<file path="config.mk">
export PLATFORM = sky130hd
export DESIGN_NAME = mem_arbiter
export DESIGN_NICKNAME = d
export VERILOG_FILES = /design/src/rtl/mem_arbiter_pkg.sv /design/src/rtl/arb_rr2.sv /design/src/rtl/mem_arbiter.sv
export SDC_FILE = /design/constraint.sdc
export NUM_CORES = 1
export LEC_CHECK = 0
export BUFFER_PORTS_ARGS = -buffer_cell sky130_fd_sc_hd__buf_4
export CORE_MARGIN = 1
export CORE_UTILIZATION = 46
export DETAILED_ROUTE_END_ITERATION = 6
export PLACE_DENSITY = 0.76
export SYNTH_ARGS = -nofsm -noshare
export SYNTH_HDL_FRONTEND = slang
export SYNTH_SLANG_ARGS = --single-unit
</file>
<file path="constraint.sdc">
create_clock -name clk -period 2.44 [get_ports clk]
set_input_delay 0.366 -clock clk [delete_from_list [all_inputs] [get_ports clk]]
set_output_delay 0.366 -clock clk [all_outputs]
set_load 0.02 [all_outputs]
</file>
<file path="src/rtl/mem_arbiter_pkg.sv">
// Shared types for the fetch/LSU memory arbiter.
// FSM state encoding and grant index encoding.
package mem_arbiter_pkg;

    typedef enum logic [1:0] {
        IDLE = 2'd0,
        BUSY = 2'd1,
        DONE = 2'd2
    } state_t;

    localparam logic GRANT_INSTR = 1'b0;
    localparam logic GRANT_DATA  = 1'b1;

endpackage

</file>
<file path="src/rtl/arb_rr2.sv">
// Two-way combinational grant selection.
// Ports: req_instr/req_data requests, last_grant history, grant winner index.
module arb_rr2
    import mem_arbiter_pkg::*;
#(
    parameter int ROUND_ROBIN = 1
) (
    input  logic req_instr,
    input  logic req_data,
    input  logic last_grant,
    output logic grant
);

    always_comb begin
        grant = GRANT_INSTR;
        if (req_instr && req_data) begin
            if (ROUND_ROBIN != 0)
                grant = (last_grant == GRANT_INSTR) ? GRANT_DATA : GRANT_INSTR;
            else
                grant = GRANT_DATA;
        end else if (req_data) begin
            grant = GRANT_DATA;
        end
    end

endmodule

</file>
<file path="src/rtl/mem_arbiter.sv">
// Shares one single-port memory between instruction fetch and data LSU.
// Ports: instr_* fetch side, data_* load/store side, mem_* memory side.
module mem_arbiter
    import mem_arbiter_pkg::*;
#(
    parameter int ROUND_ROBIN    = 1,
    parameter int TIMEOUT_CYCLES = 64,
    parameter int CNT_WIDTH      = 8
) (
    input  logic        clk,
    input  logic        rst_n,
    input  logic        instr_read,
    input  logic [31:0] instr_address,
    output logic [31:0] instr_read_data,
    output logic        instr_response,
    output logic        instr_error,
    input  logic        data_read,
    input  logic        data_write,
    input  logic [31:0] data_address,
    input  logic [31:0] data_write_data,
    output logic [31:0] data_read_data,
    output logic        data_response,
    output logic        data_error,
    output logic        mem_read,
    output logic        mem_write,
    output logic [31:0] mem_address,
    output logic [31:0] mem_write_data,
    input  logic [31:0] mem_read_data,
    input  logic        mem_response
);

    state_t               state_q, state_d;
    logic                 grant_q, grant_d;
    logic [CNT_WIDTH-1:0] cnt_q, cnt_d;
    logic                 arb_grant;
    logic                 mem_read_d, mem_write_d;
    logic [31:0]          mem_address_d, mem_write_data_d;
    logic                 instr_response_d, instr_error_d;
    logic                 data_response_d, data_error_d;
    logic [31:0]          instr_read_data_d, data_read_data_d;
    logic [31:0]          rsp_data;

    arb_rr2 #(
        .ROUND_ROBIN(ROUND_ROBIN)
    ) u_arb (
        .req_instr (instr_read),
        .req_data  (data_read | data_write),
        .last_grant(grant_q),
        .grant     (arb_grant)
    );

    always_comb begin
        state_d           = state_q;
        grant_d           = grant_q;
        cnt_d             = cnt_q;
        mem_read_d        = mem_read;
        mem_write_d       = mem_write;
        mem_address_d     = mem_address;
        mem_write_data_d  = mem_write_data;
        instr_read_data_d = instr_read_data;
        data_read_data_d  = data_read_data;
        instr_response_d  = 1'b0;
        instr_error_d     = 1'b0;
        data_response_d   = 1'b0;
        data_error_d      = 1'b0;
        rsp_data          = mem_write ? 32'h0 : mem_read_data;
        unique case (state_q)
            IDLE: begin
                if (instr_read || data_read || data_write) begin
                    grant_d = arb_grant;
                    cnt_d   = '0;
                    state_d = BUSY;
                    if (arb_grant == GRANT_DATA) begin
                        mem_address_d    = data_address;
                        mem_write_data_d = data_write_data;
                        // a store wins over a simultaneous load
                        mem_write_d      = data_write;
                        mem_read_d       = ~data_write;
                    end else begin
                        mem_address_d    = instr_address;
                        mem_write_data_d = 32'h0;
                        mem_write_d      = 1'b0;
                        mem_read_d       = 1'b1;
                    end
                end
            end
            BUSY: begin
                cnt_d = cnt_q + CNT_WIDTH'(1);
                if (mem_response) begin
                    mem_read_d  = 1'b0;
                    mem_write_d = 1'b0;
                    state_d     = DONE;
                    if (grant_q == GRANT_DATA) begin
                        data_response_d  = 1'b1;
                        data_read_data_d = rsp_data;
                    end else begin
                        instr_response_d  = 1'b1;
                        instr_read_data_d = rsp_data;
                    end
                end else if (TIMEOUT_CYCLES != 0 &&
                             cnt_d == CNT_WIDTH'(TIMEOUT_CYCLES)) begin
                    mem_read_d  = 1'b0;
                    mem_write_d = 1'b0;
                    state_d     = DONE;
                    if (grant_q == GRANT_DATA) begin
                        data_response_d  = 1'b1;
                        data_error_d     = 1'b1;
                        data_read_data_d = 32'h0;
                    end else begin
                        instr_response_d  = 1'b1;
                        instr_error_d     = 1'b1;
                        instr_read_data_d = 32'h0;
                    end
                end
            end
            DONE: begin
                // response-low cycle; requests are not sampled here
                state_d = IDLE;
            end
            default: begin
                state_d = IDLE;
            end
        endcase
    end

    always_ff @(posedge clk or negedge rst_n) begin
        if (!rst_n) begin
            state_q         <= IDLE;
            grant_q         <= GRANT_DATA;
            cnt_q           <= '0;
            mem_read        <= 1'b0;
            mem_write       <= 1'b0;
            mem_address     <= 32'h0;
            mem_write_data  <= 32'h0;
            instr_read_data <= 32'h0;
            data_read_data  <= 32'h0;
            instr_response  <= 1'b0;
            instr_error     <= 1'b0;
            data_response   <= 1'b0;
            data_error      <= 1'b0;
        end else begin
            state_q         <= state_d;
            grant_q         <= grant_d;
            cnt_q           <= cnt_d;
            mem_read        <= mem_read_d;
            mem_write       <= mem_write_d;
            mem_address     <= mem_address_d;
            mem_write_data  <= mem_write_data_d;
            instr_read_data <= instr_read_data_d;
            data_read_data  <= data_read_data_d;
            instr_response  <= instr_response_d;
            instr_error     <= instr_error_d;
            data_response   <= data_response_d;
            data_error      <= data_error_d;
        end
    end

endmodule

</file>
==> After elaboration in Yosys (flattened, before gate mapping) <==
Cells that the tools add are included.
{ "classes": {"muxes": 39, "eq_ne": 4, "n_addsub": 1, "n_reduce_logical": 12, "bitwise_logic": 3} }
{ "op_table": {"columns": ["cell", "n"], "rows": [
  ["$mux 32", 11],
  ["$mux 1", 20],
  ["$pmux 8 s2", 1],
  ["$reduce_and 3->1", 3],
  ["$add 8x1->8 const B", 1],
  ["$eq 8x7->1 const B", 1],
  ["$mux 8", 1],
  ["$mux 2", 3],
  ["$reduce_and 2->1", 3],
  ["$pmux 1 s2", 2],
  ["$pmux 2 s2", 1],
  ["$reduce_bool 2->1", 2],
  ["$ne 3x3->1 const B", 1],
  ["$eq 2x1->1 const B", 1],
  ["$logic_not 2->1", 1],
  ["$logic_or 1x1->1", 2],
  ["$ne 2x2->1 const B", 1],
  ["$not 1->1", 2],
  ["$logic_and 1x1->1", 1],
  ["$or 1x1->1", 1]
]} }
{ "totals": {"reg_bits": 145, "word_cells": 72, "output_inout_bits": 134} }

==> Longest topological paths before layout <==
Gate-level depths: netlist of the first run.
{ "depth": {"depth_word": 6, "ltp_mapped": 7, "ltp_nobuf": 5} }

==> By module <==
From an unflattened synthesis of the first run, not the netlist that was laid out.
{ "unflattened": {"hier_cells": 729, "area_unflattened_um2": 6819.0} }
{ "modules_own_cells": {"columns": ["module", "cells_each", "seq_area_each_um2", "n_inst", "area_per_inst_um2"], "rows": [
  ["mem_arbiter", 728, 3629.7, 1, 6807.8],
  ["arb_rr2", 1, 0.0, 1, 11.3]
]} }

==> Least setup slack after synthesis of the first run <==
Ideal clock, no wire load.
{ "synth_path": {"kind": "register -> register", "start": "register cnt_q[0]", "end": "register data_read_data[29]", "arrival_ps": 1718, "stages_incl_launch_ff": 8, "setup_ps": 123, "period_less_slack_ps": 1841, "required_ps": 2317, "path_slack_ps": 599, "cell_sequence": "dfrtp_1 > and3_1 > buf_6 > a211o_1 > a221oi_2 > buf_6 > buf_12 > o21ai_2"} }
{ "synth_between": {"elab_chain_cells": 4} }
{ "synth_rtl": {"columns": ["element", "line_no", "text"], "rows": [
  ["start, declared", "mem_arbiter.sv:34", "logic [CNT_WIDTH-1:0] cnt_q, cnt_d;"],
  ["start signal, assigned", "mem_arbiter.sv:144", "cnt_q <= cnt_d;"],
  ["$add 8x1->8", "mem_arbiter.sv:88", "cnt_d = cnt_q + CNT_WIDTH'(1);"],
  ["$eq 8x7->1", "mem_arbiter.sv:101", "cnt_d == CNT_WIDTH'(TIMEOUT_CYCLES)) begin"],
  ["$reduce_bool 2->1 (no source line)", null, null],
  ["$reduce_and 3->1 (no source line)", null, null],
  ["end signal, assigned", "mem_arbiter.sv:150", "data_read_data <= data_read_data_d;"],
  ["end, declared", "mem_arbiter.sv:21", "output logic [31:0] data_read_data,"]
]} }
No other way between the ends.
A chain may end at the register's enable or synchronous reset.

==> Final worst setup path of the first run <==
{ "layout_path": {"start": "register cnt_q[0]", "end": "register data_read_data[16]"} }
The elaborated chain is that of the path after synthesis.

==> summary.txt, run 1 <==
Run status
  – Status: finished clean

Place
  – GP Congestion: 0.7727
  – Input/output buffers: 267
  – Hpwl dp: 13,420 microns

Cells and area
  – Most common cell after layout, fill and taps aside: buf_4
  – Most frequent cells in the layout: buf_4 (281), nand2_1 (169), dfrtp_1 (144), o21ai_0 (97), a21oi_1 (70)
  – Synthesis-to-finish area growth: 41.18%
  – Antenna diodes: 0
  – Net count, final: 1,109
  – Share of layout cells above drive strength 1: 0.3732
  – Fill count: 1,228

Worst setup path
  – Worst Path Required: 2710 ps
  – Crit Path Max Fanout: 66
  – Worst Setup End Kind: flip-flop
  – CP Data Arrival Time: 2340 ps
  – Setup Crit Path Kind: reg2reg
  – CP Launch Type: flip-flop

Clock tree
  – TritonCTS Sinks: 145
  – Max clock buf depth: 2
  – Postcts setup bufs: 0
  – Skew-Pair Late Insertion Delay: 420 ps
  – CTS tree: built
  – H-tree depth: 4
  – Reg clk slew, reported paths: 60 ps
  – Root Driver: clkbuf_16
  – CTS Buf Count: 17

Logic synthesis
  – Post-synth top area cell: dfrtp_1
  – Synthesized instance count: 727
  – #FFs+latches synth: 145
  – Top area cells in the synthesized netlist: dfrtp_1 (53%), nand2_1 (9.3%), o21ai_0 (7.1%)
  – EDFF count, synth: 0
  – Syn avg cell area: 9.399 sq um
  – Syn. warnings: 0
  – Synthesized area: 0.006833 sq mm
  – Yosys top cell area share: 0.5274
  – Share of flip-flops with an asynchronous set or reset: 1.000
  – Seq/Total Area, Yosys: 0.5312
  – Net Count, Synth: 862
  – Yosys cell types: 43
  – Ys flop type: dfrtp_1

Routing
  – Vias/cell: 5.209
  – DR iter-0 viols: 415
  – Detailed-route wire length per cell: 16.40 microns
  – Iteration count of the initial detailed-routing pass: 4
  – Remaining antenna violation count: 0
  – Drt total wl: 19,190 microns
  – DRC: 0
  – Total number of vias: 6,095

Global route
  – Vias in the first global route: 5,726
  – Largest net degree at the start of global routing: 67
  – GRT Max-Usage Layer: met2
  – Tot GR Track Use: 0.2512
  – First-pass GRT wire length: 29,120 microns
  – Gr ovfl total: 0
  – Initial antenna violation count: 0
  – Met3 Use GR: 0.07738
  – GR Util met2: 0.4229
  – Grt met1 use: 0.3032

Floorplanning
  – Full die area: 0.01535 sq mm
  – Die W: 123.9 microns
  – IO Pins: 268
  – DIE HEIGHT: 123.9 microns
  – Initial core utilization: 0.4701
  – Row Count: 44
  – Core ar.: 0.01453 sq mm

Timing
  – Final Hold Viols: 0
  – Setup TNS: 0 ps
  – Max Freq: 0.4830 GHz
  – Setup Viol. Count Final: 0
  – Clock skew: 7.569 ps
  – Slew Limit Fails: 0
  – Hold slack final: 175.7 ps
  – Final Critical Period: 2070 ps
  – Fin crit share: 0.8484
  – Worst-margin pin slew: 1107 ps
  – Slew headroom: 0.2602
  – RSZ-0062 raised after global routing: no

Flow run
  – Max cap viols: 0

Worst hold path
  – Hold crit path type: in2reg

Power
  – VDD IR max: 0.7081 mV
  – Static Leak: 4.843 nW
  – Power per cell area: 1274 mW/mm^2
-- metrics by stage --
stage,area [sq um],cells,utilization,worst slack [ps],power (mW)
global route,9647,1170,0.6637,259.1,13.09
CTS,9647,1170,0.6637,369.8,12.39
global placement,9022,1138,0.6208,444.6,9.535
detailed placement,9022,1138,0.6208,377.8,9.678
floorplan,6833,727,-,599.2,7.236
finish,9647,1170,0.6637,369.8,12.29
-- Yosys cell counts (all sizes together), types with 2 or more instances --
cell type  count
nand2        169
dfrtp        144
o21ai        137
a21oi         71
and3          66
clkbuf        45
mux2i         34
buf           16
nand3          5
nor2           5
and2           3
nor3           3
nand2b         2
nand4          2
nor2b          2
o31ai          2
-- sequential cells by signal, indices dropped and copies added, names as in the netlist --
signal / flops
cnt_q: 8
mem_write: 1
grant_q: 1
mem_address: 32
data_response: 1
mem_read: 1
instr_read_data: 32
data_error: 1
instr_response: 1
mem_write_data: 32
instr_error: 1
state_q: 2
data_read_data: 32
-- final timing paths --
kind	end	slack, ps	cells after the start	start
setup / recovery	data_read_data[16]	370	5	cnt_q[0]
max in group asynchronous	mem_write_data[20]	1210	3	rst_n
hold / removal	instr_error	180	2	mem_response
min in group asynchronous	data_read_data[23]	470	2	rst_n
setup reg to reg	data_read_data[16]	370	5	cnt_q[0]
hold reg to reg	mem_address[6]	480	2	mem_address[6]
-- layer usage --
metal / share of wire / routed length [microns] / vias up
li1: - / - / 3020
met1: 0.40 / 7592 / 2859
met2: 0.51 / 9705 / 197
met3: 0.084 / 1620 / 19
met4: 0.014 / 272 / 0
met5: 0 / 0 / -
-- area by class of cell --
type	count	area, sq um	area share
Tap cell	184	230.2	0.02387
Clock inverter	9	130.1	0.01349
Timing Repair Buffer	289	2251	0.2333
Inverter	2	7.507	0.0007782
Multi-Input combinational cell	519	2914	0.3021
Sequential cell	145	3630	0.3763
Clock buffer	22	484.2	0.05019
-- what timing repair did --
item                                   4_1_cts  5_1_grt
gates resized for setup                      0        0
endpoints found under the hold margin       50        0
hold buffers                                 1        0
-- report_power, final --
part / switching, mW / internal (mW) / total [mW]
sequential: 0.659 / 3.35 / 4.01
clock: 0.973 / 1.71 / 2.68
combinational: 3.28 / 2.32 / 5.60
-- cells by family after synthesis --
family / Yosys count / synth area share
flip-flops: 145 / 0.5312
AO/OA/AOI/OAI: 222 / 0.1925
adder cells (fa/ha/maj): 1 / 0.001831
multiplexers: 35 / 0.05146
XOR/XNOR: 1 / 0.001282
AND/OR/NAND/NOR: 260 / 0.1736
buffers and inverters: 63 / 0.04816
-- worst max-delay path: stages (launching register included) --
cell and delay [ps]:
dfrtp_1 420, and3_1 260, a211o_1 350, a221oi_4 300, buf_12 360, o21ai_0 180
No activity file was read; power rests on OpenSTA's default activity.
==> run 2: changes to the inputs <==
--- a/config.mk
+++ b/config.mk
@@ -5,11 +5,12 @@
 export SDC_FILE = /design/constraint.sdc
 export NUM_CORES = 1
 export LEC_CHECK = 0
+export ABC_AREA = 1
 export BUFFER_PORTS_ARGS = -buffer_cell sky130_fd_sc_hd__buf_4
 export CORE_MARGIN = 1
-export CORE_UTILIZATION = 46
+export CORE_UTILIZATION = 43
 export DETAILED_ROUTE_END_ITERATION = 6
-export PLACE_DENSITY = 0.76
+export PLACE_DENSITY = 0.77
 export SYNTH_ARGS = -nofsm -noshare
 export SYNTH_HDL_FRONTEND = slang
 export SYNTH_SLANG_ARGS = --single-unit
==> constraint.sdc (replaced) <==
create_clock -name clk -period 1.8 [get_ports clk]
set_input_delay 0.27 -clock clk [delete_from_list [all_inputs] [get_ports clk]]
set_output_delay 0.27 -clock clk [all_outputs]
set_load 0.02 [all_outputs]
==> summary.txt, run 2 <==
Clock tree
  – TritonCTS Sinks: 145 (unchanged)
  – Root Driver: clkbuf_16
  – Skew-Pair Late Insertion Delay: 410 ps (about the same)
  – H-tree depth: 4 (unchanged)
  – CTS Buf Count: 17 (unchanged)
  – Reg clk slew, reported paths: 60 ps (about the same)
  – CTS tree: built
  – Max clock buf depth: 2 (unchanged)

Timing
  – Hold slack final: 30.89 ps (-144.8 ps)
  – Setup TNS: -334.5 ps (-334.5 ps)
  – Max Freq: 0.5443 GHz (+13%)
  – RSZ-0062 raised after global routing: yes
  – Fin crit share: 1.021 (+0.1723)
  – Setup Viol. Count Final: 30 (+30)
  – Clock skew: 7.847 ps (+0.2786 ps)
  – Final Hold Viols: 0 (unchanged)
  – Final Critical Period: 1837 ps (-232.9 ps)
  – Setup ws final: -37.28 ps (-407.1 ps)
  – Slew headroom: 0.5174 (+0.2572)
  – Worst-margin pin slew: 723.9 ps (-383.5 ps)
  – Slew Limit Fails: 0 (unchanged)

Power
  – Gate power share: 0.476 (+0.020)
  – Clock share of power: 0.197 (-0.021)
  – Cell Int Power: 9.905 mW (+34%)
  – Flop pwr share: 0.328 (+0.002)
  – Psw: 7.044 mW (+43%)
  – Static Leak: 4.744 nW (-2.0%)
  – Net Sw Frac: 0.4156 (+0.01607)
  – Power per cell area: 1828 mW/mm^2 (+43%)
  – VDD IR max: 1.048 mV (+48%)

Cells and area
  – Share of layout cells above drive strength 1: 0.4400 (+0.06677)
  – Fill count: 1,123 (-8.6%)
  – Net count, final: 1,072 (-3.3%)
  – Most frequent cells in the layout: buf_4 (276), nand2_1 (209), dfrtp_1 (142), a21oi_1 (65), o21ai_2 (52)
  – Synthesis-to-finish area growth: 51.89%
  – Fin util: 0.6681 (+0.004369)
  – Antenna diodes: 0 (unchanged)
  – Most common cell after layout, fill and taps aside: buf_4

Logic synthesis
  – Most frequent cell after synthesis: nand2_1
  – Share of flip-flops with an asynchronous set or reset: 1.000 (unchanged)
  – Syn. warnings: 0 (unchanged)
  – Post-synth top area cell: dfrtp_1
  – Synthesized area: 0.006106 sq mm (-11%)
  – Net Count, Synth: 794 (-7.9%)
  – EDFF count, synth: 0 (unchanged)
  – Top area cells in the synthesized netlist: dfrtp_1 (59%), nand2_1 (14%), o21ai_2 (6.3%)
  – #FFs+latches synth: 145 (unchanged)
  – Yosys cell types: 25 (-42%)
  – Synthesized instance count: 659 (-9.4%)
  – Yosys top cell area share: 0.5902 (+0.06279)
  – Ys flop type: dfrtp_1
  – Syn avg cell area: 9.265 sq um (-1.4%)
  – Seq/Total Area, Yosys: 0.5945 (+0.06325)
  – Commonest cells post-synth: nand2_1 (222), dfrtp_1 (144), a21oi_1 (65), o21ai_2 (44), nand3_1 (42)

Global route
  – Gr ovfl total: 0 (unchanged)
  – Initial antenna violation count: 0 (unchanged)
  – First-pass GRT wire length: 27,730 microns (-4.8%)
  – Largest net degree at the start of global routing: 69 (+3.0%)
  – Vias in the first global route: 5,388 (-5.9%)
  – Tot GR Track Use: 0.2458 (-0.005442)

Place
  – Pre-CTS WS: -26.10 ps (-403.9 ps)
  – Hpwl dp: 12,550 microns (-6.5%)
  – Input/output buffers: 267 (unchanged)
  – GP Congestion: 0.8120 (+5.1%)

Routing
  – Total number of vias: 5,759 (-5.5%)
  – DRC: 0 (unchanged)
  – Vias/cell: 5.096 (-2.2%)
  – Detailed-route wire length per cell: 16.43 microns (+0.19%)
  – Drt total wl: 18,570 microns (-3.2%)
  – DR iter-0 viols: 363 (-13%)
  – Iteration count of the initial detailed-routing pass: 4 (unchanged)
  – Remaining antenna violation count: 0 (unchanged)

Worst hold path
  – Min-delay src: mem_response
  – Hold crit path type: in2reg
  – Hold Path End: instr_error
  – Hold Path Stages: 2 (unchanged)

Worst setup path
  – CP Launch Type: flip-flop
  – Crit path cell chain: ha_4 -> nand3_4 -> nor2_1 -> nand2_1 -> nand2_1 -> nor2_2 -> nand3_2 -> nand2_4 -> nand2_8 -> clkbuf_16 -> nand2_1 -> o21ai_1
  – RR Startpoint: cnt_q[0]
  – Worst reg2reg path endpoint: data_read_data[6]
  – R2R Setup Slk: -40 ps (-410 ps)
  – Slowest stage delay, CP: 420 ps (about the same)
  – Reg2reg path depth: 12 (+7)
  – Worst Setup End Kind: flip-flop
  – Worst Path Required: 2100 ps (-610 ps)
  – CP Data Arrival Time: 2140 ps (-200 ps)
  – CP max stage cell: dfrtp_1
  – Crit Path Max Fanout: 19 (-71%)
  – Crit-path most repeated cell: nand2_1
  – Setup Crit Path Kind: reg2reg

Flow run
  – Max cap viols: 0 (unchanged)

Floorplanning
  – DIE HEIGHT: 121.2 microns (-2.2%)
  – IO Pins: 268 (unchanged)
  – Full die area: 0.01468 sq mm (-4.3%)
  – Die W: 121.2 microns (-2.2%)
  – Initial core utilization: 0.4399 (-0.03025)
  – Core ar.: 0.01388 sq mm (-4.5%)
  – Row Count: 43 (-2.3%)

Run status
  – Status: complete, but fails checks
  – Violated checks: negative setup slack
run 2: changes by cell type after synthesis, sizes merged, moves of 6 or more:
cell	change
a21oi	-6
and3	-66
clkbuf	-25
inv	+14
mux2i	-34
nand2	+57
nand3	+38
nor2	+38
o21ai	-65
run 2: final cells by class:
class | count | area, sq um | area share
clock buffers | 19 | 452.9 | 0.04884
flip-flops and latches | 145 | 3632 | 0.3917
well taps | 180 | 225.2 | 0.02428
inverters | 16 | 65.06 | 0.007016
repair buffers | 300 | 2472 | 0.2666
clock inverters | 13 | 110.1 | 0.01187
multi-input cells | 457 | 2316 | 0.2497
run 2: worst max-delay path by stage:
stage	from	end	slack, ps	cells past startpoint
after floorplan	cnt_q[1]	data_read_data[0]	80	12
after global placement	cnt_q[0]	instr_read_data[7]	100	12
after detailed placement	cnt_q[0]	instr_read_data[11]	-30	12
after CTS	cnt_q[0]	data_read_data[14]	-7	12
after global routing	cnt_q[1]	instr_read_data[15]	-150	13
final	cnt_q[0]	data_read_data[6]	-40	12
run 2: kinds of logic after synthesis:
logic type | synth area share
compound gates | 0.1414
xor+xnor | 0.001435
fa+ha+maj | 0.002049
buf+inv | 0.05041
flops | 0.5945
simple gates | 0.2102
run 2: per-stage QoR:
stage / instance area (sq um) / power (mW) / std cells
after floorplan: 6106 / 9.778 / 659
after global placement: 8388 / 13.02 / 1090
after detailed placement: 8388 / 13.20 / 1090
after CTS: 9005 / 16.67 / 1124
after global routing: 9274 / 17.89 / 1130
final: 9274 / 16.95 / 1130
run 2: worst max-delay path, delay by kind of cell (launching register included):
family | cells | cell delay (ps)
AOI/OAI and AO/OA | 1 | 50
and+or+nand+nor | 9 | 820
adders and majority gates | 1 | 200
buffers and inverters | 1 | 230
DFF | 1 | 420
run 2: repair_timing:
action                                  4_1_cts  5_1_grt
buffers inserted                              0        2
gates resized for setup                       5       47
endpoints found under the setup margin       16       67
hold endpoints to repair                     34        0
cloned                                        1        4
pin swaps                                     1        0
hold buffers                                  1        0
run 2: layer usage:
metal  track usage  part of all wire  vias up
met2        0.4050              0.50      263
met5             0                 0        -
met4       0.09491             0.020        0
met3       0.06908             0.083       24
met1        0.3055              0.39     2758
li1              -                 -     2714
run 2: power groups by stage:
stage	combinational (mW)	clock [mW]	sequential (mW)
6_report	8.06	3.33	5.55
5_1_grt	8.66	3.54	5.69
4_1_cts	7.78	3.40	5.50
3_5_place_dp	7.68	0	5.52
3_3_place_gp	7.52	0	5.50
2_1_floorplan	2.79	0	6.99
==> run 3: changes to the inputs <==
--- a/config.mk
+++ b/config.mk
@@ -5,12 +5,12 @@
 export SDC_FILE = /design/constraint.sdc
 export NUM_CORES = 1
 export LEC_CHECK = 0
-export ABC_AREA = 1
 export BUFFER_PORTS_ARGS = -buffer_cell sky130_fd_sc_hd__buf_4
 export CORE_MARGIN = 1
-export CORE_UTILIZATION = 43
+export CORE_UTILIZATION = 44
 export DETAILED_ROUTE_END_ITERATION = 6
-export PLACE_DENSITY = 0.77
+export HOLD_SLACK_MARGIN = 0.15
+export PLACE_DENSITY = 0.76
 export SYNTH_ARGS = -nofsm -noshare
 export SYNTH_HDL_FRONTEND = slang
 export SYNTH_SLANG_ARGS = --single-unit
==> summary.txt, run 3 (synthesized netlist as in run 1, its figures left out) <==
Floorplanning
  – Core ar.: 0.01520 sq mm (+9.5%)
  – IO Pins: 268 (unchanged)
  – DIE HEIGHT: 126.6 microns (+4.5%)
  – Die W: 126.6 microns (+4.5%)
  – Row Count: 45 (+4.7%)
  – Full die area: 0.01603 sq mm (+9.2%)
  – Initial core utilization: 0.4495 (+0.009588)

Worst hold path
  – Hold crit path type: in2reg

Cells and area
  – Fin area: 0.01046 sq mm (+13%)
  – Share of layout cells above drive strength 1: 0.3708 (-0.06917)
  – Synthesis-to-finish area growth: 53.01%
  – Antenna diodes: 0 (unchanged)
  – Most frequent cells in the layout: buf_4 (283), nand2_1 (169), dfrtp_1 (144), o21ai_0 (94), a21oi_1 (70)
  – Most common cell after layout, fill and taps aside: buf_4
  – Net count, final: 1,171 (+9.2%)

Global route
  – Largest net degree at the start of global routing: 65 (-5.8%)
  – First-pass GRT wire length: 33,800 microns (+22%)
  – Initial antenna violation count: 0 (unchanged)
  – Gr ovfl total: 0 (unchanged)
  – Vias in the first global route: 6,279 (+17%)
  – Tot GR Track Use: 0.2715 (+0.02568)

Worst setup path
  – Worst Setup End Kind: flip-flop
  – WP buf/inv: 2 (+1)
  – Slowest stage delay, CP: 380 ps (-40 ps)
  – Crit path cell chain: and3_4 -> a211o_1 -> a221oi_4 -> buf_6 -> clkbuf_16 -> o21ai_2
  – CP delay by family, top: compound AO/OA/AOI/OAI gates
  – Crit Path Max Fanout: 7 (-12)
  – CP Launch Type: flip-flop
  – CP Data Arrival Time: 2110 ps (-30 ps)
  – Setup Crit Path Kind: reg2reg
  – Worst Path Required: 2090 ps (about the same)
  – CP max stage cell: dfrtp_1

Timing
  – Slew headroom: 0.5242 (+0.006771)
  – Max Freq: 0.5506 GHz (+1.2%)
  – Setup Viol. Count Final: 20 (-33%)
  – Final Critical Period: 1816 ps (-21.16 ps)
  – Clock skew: 8.621 ps (+0.7732 ps)
  – Setup TNS: -108.3 ps (+226.2 ps)
  – Fin crit share: 1.009 (-0.01176)
  – Setup ws final: -16.12 ps (+21.16 ps)
  – Worst-margin pin slew: 712.3 ps (-11.67 ps)
  – Final Hold Viols: 0 (unchanged)
  – RSZ-0062 raised after global routing: yes
  – Slew Limit Fails: 0 (unchanged)

Routing
  – Remaining antenna violation count: 0 (unchanged)
  – Vias/cell: 5.354 (+5.1%)
  – Iteration count of the initial detailed-routing pass: 7 (+3)
  – Detailed-route wire length per cell: 18.43 microns (+12%)
  – DR iter-0 viols: 448 (+23%)
  – Total number of vias: 6,623 (+15%)
  – DRC: 0 (unchanged)
  – Drt total wl: 22,800 microns (+23%)

Power
  – Power per cell area: 1670 mW/mm^2 (-8.6%)
  – VDD IR max: 0.7912 mV (-25%)
  – Static Leak: 5.197 nW (+9.5%)
  – Post-layout power: 17.46 mW (+3.0%)

Clock tree
  – CTS tree: built
  – Skew-Pair Late Insertion Delay: 420 ps (about the same)
  – Max clock buf depth: 2 (unchanged)
  – CTS Buf Count: 17 (unchanged)
  – H-tree depth: 4 (unchanged)
  – Root Driver: clkbuf_16
  – Reg clk slew, reported paths: 60 ps (about the same)
  – TritonCTS Sinks: 145 (unchanged)

Place
  – GP Congestion: 0.7845 (-3.4%)
  – Post-DP Area: 0.009143 sq mm (+9.0%)
  – Pre-CTS WS: -53.19 ps (-27.09 ps)
  – Hpwl dp: 13,990 microns (+11%)
  – Input/output buffers: 267 (unchanged)

Run status
  – Violated checks: negative setup slack
  – Status: complete, but fails checks

Flow run
  – Max cap viols: 0 (unchanged)
-- run 3: changes by cell type in the layout (fill, tap and decap cells not counted), moves of 11 or more --
cell | previous run | this run
dlygate4sd3_1 | 1 | 46
nand3_1 | 40 | 4
nand2_2 | 11 | 0
o21ai_0 | 7 | 94
o21ai_2 | 52 | 40
and3_1 | 0 | 65
mux2i_1 | 0 | 34
nor2_1 | 37 | 5
nand2_1 | 209 | 169
-- run 3: per-stage QoR --
stage,cells,util,hold slack (ps)
2_1_floorplan,727,-,-25.59
3_3_place_gp,1149,0.6014,228.6
3_5_place_dp,1149,0.6014,230.1
4_1_cts,1227,0.6745,150.1
5_1_grt,1237,0.6877,165.9
6_report,1237,0.6877,165.7
-- run 3: path summary, 6_finish.rpt --
path                                    from                   to  slack, ps  cells after the start
max                                 cnt_q[1]   instr_read_data[0]        -20                      6
min                        instr_address[23]      mem_address[23]        170                      3
max in group asynchronous              rst_n   mem_write_data[16]        840                      3
min reg2reg                  mem_address[20]      mem_address[20]        480                      2
min in group asynchronous              rst_n  instr_read_data[25]        350                      2
max reg2reg                         cnt_q[1]   instr_read_data[0]        -20                      6
-- run 3: cell type report --
cell class              instances  area (sq um)
fillers                      1135          4747
flip-flops and latches        145          3630
repair buffers                350          2989
multi-input cells             520          2943
clock buffers                  19         442.9
well taps                     188         235.2
clock inverters                13         207.7
inverters                       2         7.507
-- run 3: per-layer routing --
metal,share of wire,up-vias,global-route usage
met1,0.40,3138,0.3337
li1,-,3137,-
met4,0.025,0,0.09709
met2,0.48,305,0.4524
met3,0.088,43,0.08309
met5,0,-,0
-- run 3: what timing repair did --
item                                    4_1_cts  5_1_grt
hold buffers                                 46        0
resized for setup                             0       19
pin swaps                                     0       33
endpoints found under the setup margin       25       66
setup buffers                                 0        3
cloned                                        0        7
hold endpoints to repair                    108        0
-- run 3: worst reg2reg max path, delay by kind of cell (launching register included) --
kind            cells  cell delay, ps
simple gates        1             200
flops               1             380
buf+inv             2             410
compound gates      3             710
-- run 3: power by group --
part | internal, mW | total [mW] | switching, mW | leakage, nW
Combinational | 3.37 | 8.08 | 4.71 | 3.20
Sequential | 4.54 | 5.46 | 0.926 | 1.68
Clock | 2.50 | 3.91 | 1.41 | 0.318
